<file path="config.mk">
export PLATFORM = sky130hd
export DESIGN_NAME = seq_detector_prog
export DESIGN_NICKNAME = d
export VERILOG_FILES = /design/src/rtl/seq_det_pkg.sv /design/src/rtl/seq_det_window.sv /design/src/rtl/seq_detector_prog.sv
export SDC_FILE = /design/constraint.sdc
export NUM_CORES = 1
export LEC_CHECK = 0
export CAP_MARGIN = 30
export CORE_MARGIN = 2
export CORE_UTILIZATION = 52
export DETAILED_ROUTE_END_ITERATION = 10
export PLACE_DENSITY = 0.83
export SLEW_MARGIN = 20
export SYNTH_ARGS = -nofsm -noshare
export SYNTH_HDL_FRONTEND = slang
export SYNTH_SLANG_ARGS = --single-unit
</file>
<file path="constraint.sdc">
create_clock -name clock -period 2.8 [get_ports clock]
set_clock_uncertainty 0.05 [all_clocks]
set_input_delay 0.56 -clock clock [delete_from_list [all_inputs] [get_ports clock]]
set_output_delay 0.56 -clock clock [all_outputs]
set_load 0.02 [all_outputs]
</file>
<file path="src/rtl/seq_det_pkg.sv">
// Shared types and constants for the programmable sequence detector.
// Provides the detector state type, the length-field width helper and default settings.
package seq_det_pkg;

   typedef enum logic {
      FILL = 1'b0,
      FULL = 1'b1
   } seq_state_t;

   localparam int unsigned SEQ_DEF_MAX_LEN = 8;
   localparam logic [7:0]  SEQ_DEF_PATTERN = 8'b110;
   localparam int unsigned SEQ_DEF_LEN     = 3;

   function automatic int len_w(input int max_len);
      return $clog2(max_len + 1);
   endfunction

endpackage

</file>
<file path="src/rtl/seq_det_window.sv">
// Shift window, fill counter and length-masked pattern compare for seq_detector_prog.
// match_next and fill_ge_len are combinational views of the coming edge.
module seq_det_window
   import seq_det_pkg::*;
#(
   parameter int MAX_LEN = SEQ_DEF_MAX_LEN,
   parameter int LEN_W   = len_w(MAX_LEN)
) (
   input  logic               clock,
   input  logic               reset,
   input  logic               clear,
   input  logic               sample,
   input  logic               din,
   input  logic               overlap,
   input  logic [MAX_LEN-1:0] pattern,
   input  logic [LEN_W-1:0]   len,
   output logic               match_next,
   output logic               fill_ge_len
);

   logic [MAX_LEN-1:0] hist;
   logic [MAX_LEN-1:0] hist_next;
   logic [MAX_LEN-1:0] mask;
   logic [LEN_W-1:0]   fill;
   logic [LEN_W-1:0]   fill_next;

   always_comb begin
      hist_next = {hist[MAX_LEN-2:0], din};
      fill_next = fill;
      mask      = '0;
      if (sample && (fill != LEN_W'(MAX_LEN))) begin
         fill_next = fill + 1'b1;
      end
      // only the newest len bits of the window take part in the compare
      for (int i = 0; i < MAX_LEN; i++) begin
         mask[i] = (i < int'(len));
      end
      fill_ge_len = (fill_next >= len);
      match_next  = sample && fill_ge_len &&
                    ((hist_next & mask) == (pattern & mask));
   end

   always_ff @(posedge clock) begin
      if (!reset || clear) begin
         hist <= '0;
         fill <= '0;
      end else if (sample) begin
         hist <= hist_next;
         fill <= (match_next && !overlap) ? '0 : fill_next;
      end
   end

endmodule

</file>
<file path="src/rtl/seq_detector_prog.sv">
// Programmable serial bit-pattern detector with registered 1-cycle match pulse.
// Optional saturating match counter enabled by defining SEQ_MATCH_COUNT_EN.
//
//   state | meaning
//   FILL  | window holds fewer than len fresh bits; no match possible yet
//   FULL  | window holds at least len bits; every sample is compared
module seq_detector_prog
   import seq_det_pkg::*;
#(
   parameter int                MAX_LEN     = SEQ_DEF_MAX_LEN,
   parameter logic [MAX_LEN-1:0] DEF_PATTERN = MAX_LEN'(SEQ_DEF_PATTERN),
   parameter int                DEF_LEN     = SEQ_DEF_LEN,
   parameter logic              DEF_OVERLAP = 1'b1,
   parameter int                CNT_W       = 16,
   localparam int               LEN_W       = len_w(MAX_LEN)
) (
   input  logic               clock,
   input  logic               reset,
   input  logic               in,
   input  logic               in_valid,
   input  logic               cfg_load,
   input  logic [MAX_LEN-1:0] cfg_pattern,
   input  logic [LEN_W-1:0]   cfg_len,
   input  logic               cfg_overlap,
   output logic               out,
   output logic               armed,
   output logic               cfg_err
`ifdef SEQ_MATCH_COUNT_EN
   ,
   output logic [CNT_W-1:0]   match_count
`endif
);

   if (MAX_LEN < 2 || DEF_LEN < 1 || DEF_LEN > MAX_LEN || CNT_W < 1) begin : g_param_err
      $error("seq_detector_prog: illegal parameter set");
   end

   seq_state_t         state;
   seq_state_t         state_next;
   logic [MAX_LEN-1:0] pattern_q;
   logic [LEN_W-1:0]   len_q;
   logic               overlap_q;
   logic               cfg_err_q;
   logic               out_q;
   logic               out_next;
   logic               sample;
   logic               len_ok;
   logic               match_next;
   logic               fill_ge_len;

   // a load takes priority over data; the bit presented with it is dropped
   assign sample = in_valid && !cfg_load;
   assign len_ok = (cfg_len != '0) && (cfg_len <= LEN_W'(MAX_LEN));

   seq_det_window #(
      .MAX_LEN (MAX_LEN),
      .LEN_W   (LEN_W)
   ) u_window (
      .clock       (clock),
      .reset       (reset),
      .clear       (cfg_load),
      .sample      (sample),
      .din         (in),
      .overlap     (overlap_q),
      .pattern     (pattern_q),
      .len         (len_q),
      .match_next  (match_next),
      .fill_ge_len (fill_ge_len)
   );

   always_ff @(posedge clock) begin
      if (!reset) begin
         pattern_q <= DEF_PATTERN;
         len_q     <= LEN_W'(DEF_LEN);
         overlap_q <= DEF_OVERLAP;
         cfg_err_q <= 1'b0;
      end else if (cfg_load) begin
         pattern_q <= cfg_pattern;
         overlap_q <= cfg_overlap;
         len_q     <= len_ok ? cfg_len : LEN_W'(MAX_LEN);
         cfg_err_q <= !len_ok;
      end
   end

   always_ff @(posedge clock) begin
      if (!reset) begin
         state <= FILL;
         out_q <= 1'b0;
      end else begin
         state <= state_next;
         out_q <= out_next;
      end
   end

   always_comb begin
      state_next = state;
      out_next   = match_next;
      if (cfg_load) begin
         state_next = FILL;
      end else begin
         case (state)
            FILL: begin
               if (fill_ge_len && !(match_next && !overlap_q)) begin
                  state_next = FULL;
               end
            end
            FULL: begin
               // non-overlapping mode throws the window away after a hit
               if (match_next && !overlap_q) begin
                  state_next = FILL;
               end
            end
            default: state_next = FILL;
         endcase
      end
   end

   assign out     = out_q;
   assign armed   = (state == FULL);
   assign cfg_err = cfg_err_q;

`ifdef SEQ_MATCH_COUNT_EN
   logic [CNT_W-1:0] count_q;

   always_ff @(posedge clock) begin
      if (!reset || cfg_load) begin
         count_q <= '0;
      end else if (match_next && (count_q != '1)) begin
         count_q <= count_q + 1'b1;
      end
   end

   assign match_count = count_q;
`endif

endmodule
</file>
======== After elaboration in Yosys (flattened, before gate mapping) ========
Index checks and enable logic that the tools add are counted.
operators by class
  $add $sub $neg .......................... 1
  $lt $le $gt $ge ......................... 10
  equal/unequal tests ..................... 2
  mux-type cells .......................... 6
  bitwise gates (word level) .............. 4
  reduce and logical (&&, ||, !) cells .... 15
operators with widths
  kind                                                       count
  AND 8 bit                                                  2
  less-than comparator 3 x 4 -> 1 bit, first input constant  4
  2-to-1 mux 4 bit                                           3
  == test 8 bit                                              1
  less-than comparator 1 x 4 -> 1 bit, first input constant  2
  less-than comparator 2 x 4 -> 1 bit, first input constant  2
  logical AND 1 bit                                          7
  logical NOT 1 bit                                          5
  adder 4 x 1 -> 4 bit, second input constant                1
  greater-or-equal comparator 4 bit                          1
  <= comparator 4 bit, second input constant                 1
  inequality test 4 bit, second input constant               1
  nonzero test 4 bit                                         1
  2-to-1 mux 1 bit                                           2
  inverter 1 bit                                             2
  one-hot mux 1 bit (2 select lines)                         1
  OR reduction 2 bit                                         1
  logical OR 1 bit                                           1
storage, ports and cells
  flip-flop bits (word level) ............. 27
  input bits .............................. 18
  word-level logic and storage cells ...... 46

======== Longest topological paths before layout ========
Gate-level depths: netlist (run 1).
  depth after elaboration ................. 12
  gate-level depth with buffers ........... 12
  gate-level depth less buffers ........... 12

======== Modules after synthesis ========
A second synthesis (run 1) with hierarchy kept.
unflattened totals
  cells, all modules ...................... 144
  area, all modules ....................... 1,368.8 um2
modules (own cells, without submodules)
  module             instances  cells an instance  area an instance (um2)  sequential area each (um2)
  seq_det_window     1          85                 760.7                   220.2
  seq_detector_prog  1          59                 608.1                   320.3

======== Worst setup path after synthesis (run 1) ========
No wires, ideal clock.
  kind .................................... input-to-reg
  start point ............................. input in_valid
  end point ............................... register u_window.fill[3]
  setup time .............................. 0.074 ns
  data arrival time ....................... 2.459 ns
  path slack .............................. 0.216 ns
  cell stages on the path ................. 10
  buffers on the path ..................... 1
  cells stage by stage .................... buf_6 and2b_2 o21ai_0 mux2_2 ha_1 a2111oi_0 a21oi_1 nand4_2 nand3_1 a31oi_1
between the ends
  longest elaborated chain between the ends .. 8
ends and longest elaborated chain
  element                            RTL line                 source
  start: declaration                 seq_detector_prog.sv:20  input logic in_valid,
  logical AND 1 bit *                seq_detector_prog.sv:52  assign sample = in_valid && !cfg_load;
  logical AND 1 bit                  seq_det_window.sv:31     if (sample && (fill != LEN_W'(MAX_LEN))) begin
  2-to-1 mux 4 bit                   seq_det_window.sv:31
  greater-or-equal comparator 4 bit  seq_det_window.sv:38     fill_ge_len = (fill_next >= len);
  logical AND 1 bit (2 in series)    seq_det_window.sv:39     match_next = sample && fill_ge_len &&
  logical AND 1 bit                  seq_det_window.sv:49     fill <= (match_next && !overlap) ? '0 : fill_next;
  2-to-1 mux 4 bit                   seq_det_window.sv:49
  end signal: assignment             seq_det_window.sv:49
  end: declaration                   seq_det_window.sv:24     logic [LEN_W-1:0] fill;
Every way passes the cells marked *; elsewhere a longest branch is shown, timed or not.
A chain may end at the register's enable or synchronous reset.

======== Worst setup path in the final report (run 1) ========
  start point ............................. input cfg_load
  end point ............................... register u_window.fill[3]
between the ends
  longest elaborated chain between the ends .. 9
ends and longest elaborated chain
  element                            RTL line                 source
  start: declaration                 seq_detector_prog.sv:21  input logic cfg_load,
  logical NOT 1 bit                  seq_detector_prog.sv:52
  logical AND 1 bit                  seq_detector_prog.sv:52
  logical AND 1 bit                  seq_det_window.sv:31
  2-to-1 mux 4 bit                   seq_det_window.sv:31
  greater-or-equal comparator 4 bit  seq_det_window.sv:38
  logical AND 1 bit (2 in series)    seq_det_window.sv:39
  logical AND 1 bit                  seq_det_window.sv:49
  2-to-1 mux 4 bit                   seq_det_window.sv:49
Several ways; a longest one is shown, not always the timed one.

==> results of run 1 <==
## layout make-up
class | count | area share
Multi-Input combinational cell | 108 | 0.475
Tap cell | 30 | 0.0227
Clock buffer | 4 | 0.0159
Timing Repair Buffer | 25 | 0.144
Inverter | 7 | 0.0159
Sequential cell | 27 | 0.327
## cells in the final DEF, fill, tap and decap left out, types with 2 or more instances in the layout
| cell type | n |
|---|---|
| dfxtp_1 | 27 |
| mux2i_1 | 17 |
| a31oi_1 | 2 |
| nand2_1 | 11 |
| nor2_1 | 16 |
| buf_4 | 5 |
| inv_1 | 7 |
| clkbuf_4 | 3 |
| a21oi_1 | 4 |
| o221ai_1 | 2 |
| ha_1 | 6 |
| xnor2_1 | 7 |
| nor3_1 | 2 |
| clkdlybuf4s50_1 | 20 |
| xor2_1 | 4 |
| nor2b_1 | 7 |
| nand3b_1 | 2 |
| nand2b_1 | 4 |
| nand3_1 | 4 |
| o21ai_0 | 5 |
## tightest hold or removal path: cells and delay by family (launching register included)
kind             cells  cell delay [ns]
AND/OR/NAND/NOR      2             0.12
flip-flops           1             0.35
## path summary, 6_finish.rpt
check | start | end | slack [ns] | cells after the start
min | armed | armed | 0.44 | 2
max reg2reg | u_window.fill[1] | u_window.fill[3] | 0.23 | 11
min reg2reg | armed | armed | 0.44 | 2
max | cfg_load | u_window.fill[3] | 0.11 | 10
## state kept, by name (all words and copies together) (netlist names)
name,cells
armed,1
len_q,4
u_window.hist,7
overlap_q,1
u_window.fill,4
cfg_err,1
out,1
pattern_q,8
## routing by layer
| layer | share of wire | routed length, um | up-vias |
|---|---|---|---|
| met5 | 0 | 0 | - |
| met4 | 0.0078 | 21 | 0 |
| met3 | 0.043 | 117 | 4 |
| met2 | 0.49 | 1330 | 33 |
| met1 | 0.46 | 1230 | 501 |
| li1 | - | - | 554 |
## power by group
group | total, mW | switching (mW) | leakage [nW] | internal (mW)
Sequential | 0.414 | 0.0148 | 0.221 | 0.399
Clock | 0.169 | 0.113 | 0.0150 | 0.0558
Combinational | 0.119 | 0.0530 | 0.451 | 0.0662
## kinds of logic (layout without fill, tap and decap cells)
| group | after synthesis | count (layout) | synth area share |
|---|---|---|---|
| adders and majority gates | 6 | 6 | 0.0545 |
| buffers and inverters | 13 | 36 | 0.0436 |
| and+or+nand+nor | 51 | 51 | 0.194 |
| xor gates and xnor gates | 11 | 11 | 0.0700 |
| AOI/OAI and AO/OA | 22 | 22 | 0.114 |
| muxes | 18 | 18 | 0.132 |
| DFF | 27 | 27 | 0.393 |
## timing repair
| item | 4_1_cts | 5_1_grt |
|---|---|---|
| gates resized for setup | 0 | 4 |
| hold endpoints to repair | 0 | 0 |
| setup endpoints to repair | 0 | 6 |
==> run_results.csv, run 1 <==
group,metric,value,unit
run_status,status,"finished, final reports clean",
critical_path,cpPeakStageDelay,0.47,ns
clock_tree,clk_path_buf_depth,2,
global_routing,grt-ovfl-total,0,
clock_tree,numCtsBuffers,3,
route,drc,0,
global_routing,grt_use_met1,0.223,
sta,max_slew_margin,0.744,
layout,diodes,0,
layout,fin_cells,201,
sta,fin_setup_tns,0,ns
floorplan,die_w,55.4,um
power_and_ir_drop,power,702,uW
sta,whs,0.440,ns
yosys,ys_warn_count,0,
global_routing,busiest_layer,"met2",
yosys,synth.area.top_cells,"dfxtp_1 39%, mux2i_1 12%, ha_1 5.5%",
clock_tree,cts_tree,"done",
floorplan,fp.coreArea,2500,sq um
layout,drive_above_1_share,0.0936,
global_routing,grt_max_degree,22,
sta,tightest_slew,0.382,ns
placed_design,gp_congestion,0.890,
sta,hold_viol,0,
global_routing,grt_pass1_wl,4380,um
layout,nFillCells,219,
clock_tree,cts.sinks,27,
yosys,yosys-top-cells-count,"27 x dfxtp_1, 17 x mux2i_1, 16 x nor2_1, 11 x nand2_1",
clock_tree,h-tree-depth,1,
placed_design,dp.cells,197,
sta,fmax,372,MHz
critical_path,cp_slowest_cell,"clkdlybuf4s50_1",
layout,post-route-util,0.662,
clock_tree,postCtsSetupBuffers,0,
placed_design,port_buffers,20,
yosys,synth_seq_area_share,0.393,
yosys,syn_inst,148,
critical_path,critPathArrivalTime,2.90,ns
yosys,yosysUniqueCellTypes,33,
critical_path,required,3.01,ns
placed_design,dpl_cell_area,1620,sq um
layout,num-nets-final,196,
yosys,avgSynthCellArea,9.30,sq um
power_and_ir_drop,vdd_drop_max,0.352,mV
yosys,ys_seq_elements,27,
sta,setup_viol,0,
route,dr_total_vias,1092,
sta,finalCriticalPeriod,2.69,ns
route,dr.pass1.iters,5,
yosys,synth_top_area_cell,"dfxtp_1",
layout,multiInputGateArea,786,sq um
yosys,synth_area,1380,sq um
placed_design,dp_hpwl,2110,um
critical_path,cp-start-kind,"primary input",
route,routed_wl,2700,um
run,drv_cap,0,
floorplan,die_y,55.4,um
layout,area_growth,20.2,%
sta,fin_crit_sh,0.959,
clock_tree,hold_buffers,0,
floorplan,dieArea,3070,sq um
power_and_ir_drop,power.density,424,nW/um^2
floorplan,rows,18,
clock_tree,cts.clk_slew.worst_paths,0.14,ns
critical_path,cp_cell_sequence,"clkdlybuf4s50_1, and2b_2, o21ai_1, mux2_2, ha_1, a2111oi_2, a21oi_2, nand4_2, nand3_1, a31oi_1",
route,drt_iter0_markers,19,
yosys,synth_most_common_cell,"dfxtp_1",
route,antenna_left,0,
yosys,synthFlopType,"dfxtp_1",
yosys,async_reset_ff_frac,0,
global_routing,first_global_vias,1010,
global_routing,track_usage,0.176,
global_routing,use_met2,0.303,
clock_tree,cts_root_buf,"clkbuf_4",
critical_path,cp.buffers_inverters,1,
global_routing,grt_antenna_before_repair,0,
route,viasPerCell,5.43,
yosys,synth-edff-count,0,
sta,fin_ws,0.113,ns
yosys,syn_nets,172,
floorplan,start_util,0.551,
power_and_ir_drop,p_leak,0.687,nW
floorplan,io_pins,21,
critical_path,critPathCaptureType,"register",
layout,fin_area,1650,sq um
critical_path,crit_family,"compound AO/OA/AOI/OAI gates",
placed_design,dp_slack,-0.340,ns
route,wl_per_cell,13.4,um
global_routing,gr-usage-met3,0.0211,
layout,regArea,541,sq um
yosys,synth_top_area_share,0.393,
critical_path,critPathKind,"primary input to register",
clock_tree,insertion_delay,0.32,ns
min_path,hold_class,"register to register",
critical_path,cp_max_fo,4,
sta,slew_violations,0,
Note: power is estimated with default switching activity, not from simulation.
==> run 2, diff against run 1 <==
TNS_END_PERCENT = 20   (was unset)
==> results of run 2 <==
Same layout as run 1: the final DEF is identical, and so are final timing and power.
==> run 3, diff against run 2 <==
CAP_MARGIN = 20   (was 30)
CORE_MARGIN = unset   (was 2)
TNS_END_PERCENT = 50   (was 20)
==> run_results.csv, run 3 (synthesis results as in run 1) <==
group,metric,value,unit
layout,biggestRegsByFlops,"pattern_q: 8 flops, u_window.hist: 7 flops",
clock_tree,cts.sinks,27,
layout,num-nets-final,197,
layout,regArea,541,sq um
global_routing,grt-ovfl-total,0,
sta,finalCriticalPeriod,2.68,ns
critical_path,critPathCaptureType,"register",
critical_path,cp_cell_sequence,"clkdlybuf4s50_1, and2b_2, o21ai_1, mux2_2, ha_1, a2111oi_1, a21oi_1, nand4_2, nand3b_1, a31oi_1",
clock_tree,cts.clk_slew.worst_paths,0.14,ns
placed_design,dp.cells,197,
critical_path,reg2reg_depth,11,
placed_design,port_buffers,20,
critical_path,required,3.01,ns
placed_design,dp_slack,-0.287,ns
min_path,min_to,"armed",
power_and_ir_drop,p_leak,0.690,nW
sta,hold_viol,0,
sta,setup_viol,0,
min_path,holdPathStages,2,
sta,tightest_slew,0.367,ns
critical_path,r2r_end,"u_window.fill[3]",
route,routed_wl,2650,um
floorplan,dieArea,2860,sq um
layout,area_growth,20.1,%
critical_path,cp-start-kind,"primary input",
route,drt_iter0_markers,16,
placed_design,gp_congestion,0.865,
min_path,hp-start,"armed",
sta,fmax,373,MHz
layout,fin_area,1650,sq um
global_routing,first_global_vias,1037,
critical_path,crit_family,"compound AO/OA/AOI/OAI gates",
layout,diodes,0,
power_and_ir_drop,power,700,uW
sta,fin_ws,0.119,ns
layout,post-route-util,0.661,
floorplan,fp.coreArea,2500,sq um
route,dr.pass1.iters,4,
critical_path,cp_max_fo,4,
layout,largest_reg_flops,8,
critical_path,cpPeakStageDelay,0.47,ns
floorplan,start_util,0.551,
route,drc,0,
layout,regMostFlops,"pattern_q",
critical_path,reg2reg_from,"u_window.fill[1]",
run,drv_cap,0,
layout,multiInputGateArea,777,sq um
clock_tree,h-tree-depth,1,
clock_tree,cts_tree,"done",
route,antenna_left,0,
layout,nFillCells,213,
critical_path,cp_slowest_cell,"clkdlybuf4s50_1",
min_path,hold_class,"register to register",
floorplan,rows,18,
floorplan,die_w,53.4,um
critical_path,critPathKind,"primary input to register",
layout,final_cell_mix,"27 x dfxtp_1, 20 x clkdlybuf4s50_1, 17 x mux2i_1",
clock_tree,hold_buffers,0,
clock_tree,cts_root_buf,"clkbuf_4",
power_and_ir_drop,power.density,424,nW/um^2
critical_path,cp.buffers_inverters,1,
sta,fin_crit_sh,0.958,
clock_tree,clk_path_buf_depth,2,
global_routing,grt_pass1_wl,4300,um
critical_path,startpoint,"cfg_load",
layout,final_common_cell,"dfxtp_1",
placed_design,dpl_cell_area,1620,sq um
run_status,status,"finished, final reports clean",
critical_path,critPathArrivalTime,2.89,ns
placed_design,dp_hpwl,2070,um
route,dr_total_vias,1123,
global_routing,grt_max_degree,22,
floorplan,io_pins,21,
sta,max_slew_margin,0.755,
critical_path,rrSetupSlack,0.26,ns
layout,drive_above_1_share,0.0872,
route,wl_per_cell,13.1,um
route,viasPerCell,5.56,
sta,slew_violations,0,
layout,fin_cells,202,
clock_tree,numCtsBuffers,3,
power_and_ir_drop,vdd_drop_max,0.319,mV
floorplan,die_y,53.4,um
global_routing,track_usage,0.213,
clock_tree,insertion_delay,0.33,ns
global_routing,grt_antenna_before_repair,0,
run 3: cell count changes in the layout (fill, tap and decap cells not counted), sizes merged:
| cell | previous run | this run |
|---|---|---|
| buf | 5 | 6 |
run 3: where the power goes:
part           switching (mW)  total, mW  internal [mW]
Clock                   0.112      0.168         0.0559
Combinational          0.0516      0.118         0.0666
Sequential             0.0153      0.414          0.399
run 3: worst min-delay path: stages (launching register included):
cell	delay, ns
dfxtp_1	0.35
nor2_1	0.05
nor2_1	0.06
run 3: worst max path at each step:
stage / endpoint / depth (start not counted)
floorplan: u_window.fill[3] / 10
global placement: u_window.fill[3] / 10
detailed placement: u_window.fill[3] / 10
CTS: u_window.fill[3] / 10
global route: u_window.fill[3] / 11
finish: u_window.fill[3] / 10
run 3: timing repair:
| item | in CTS | in global routing |
|---|---|---|
| setup buffers | 0 | 1 |
| resized for setup | 0 | 2 |
| endpoints found under the setup margin | 0 | 4 |
run 3: metrics by stage:
stage	TNS (ns)	hold slack [ns]
after floorplan	0	0.392
after global placement	-0.868	0.406
after detailed placement	-1.26	0.418
after CTS	0	0.450
after global routing	-0.0215	0.474
final	0	0.441
run 3: routing by layer:
metal  share of wire  wire, um  vias up  track usage
met2            0.51      1340       18        0.371
met5               0         0        -            0
met1            0.45      1190      543        0.242
met4           0.019        51        0        0.110
li1                -         -      557            -
met3           0.026        69        5       0.0402
run 3: layout make-up:
type | instances | share of cell area
Multi-Input combinational cell | 108 | 0.470
Tap cell | 30 | 0.0227
Clock buffer | 4 | 0.0159
Timing Repair Buffer | 26 | 0.148
Inverter | 7 | 0.0159
Sequential cell | 27 | 0.327
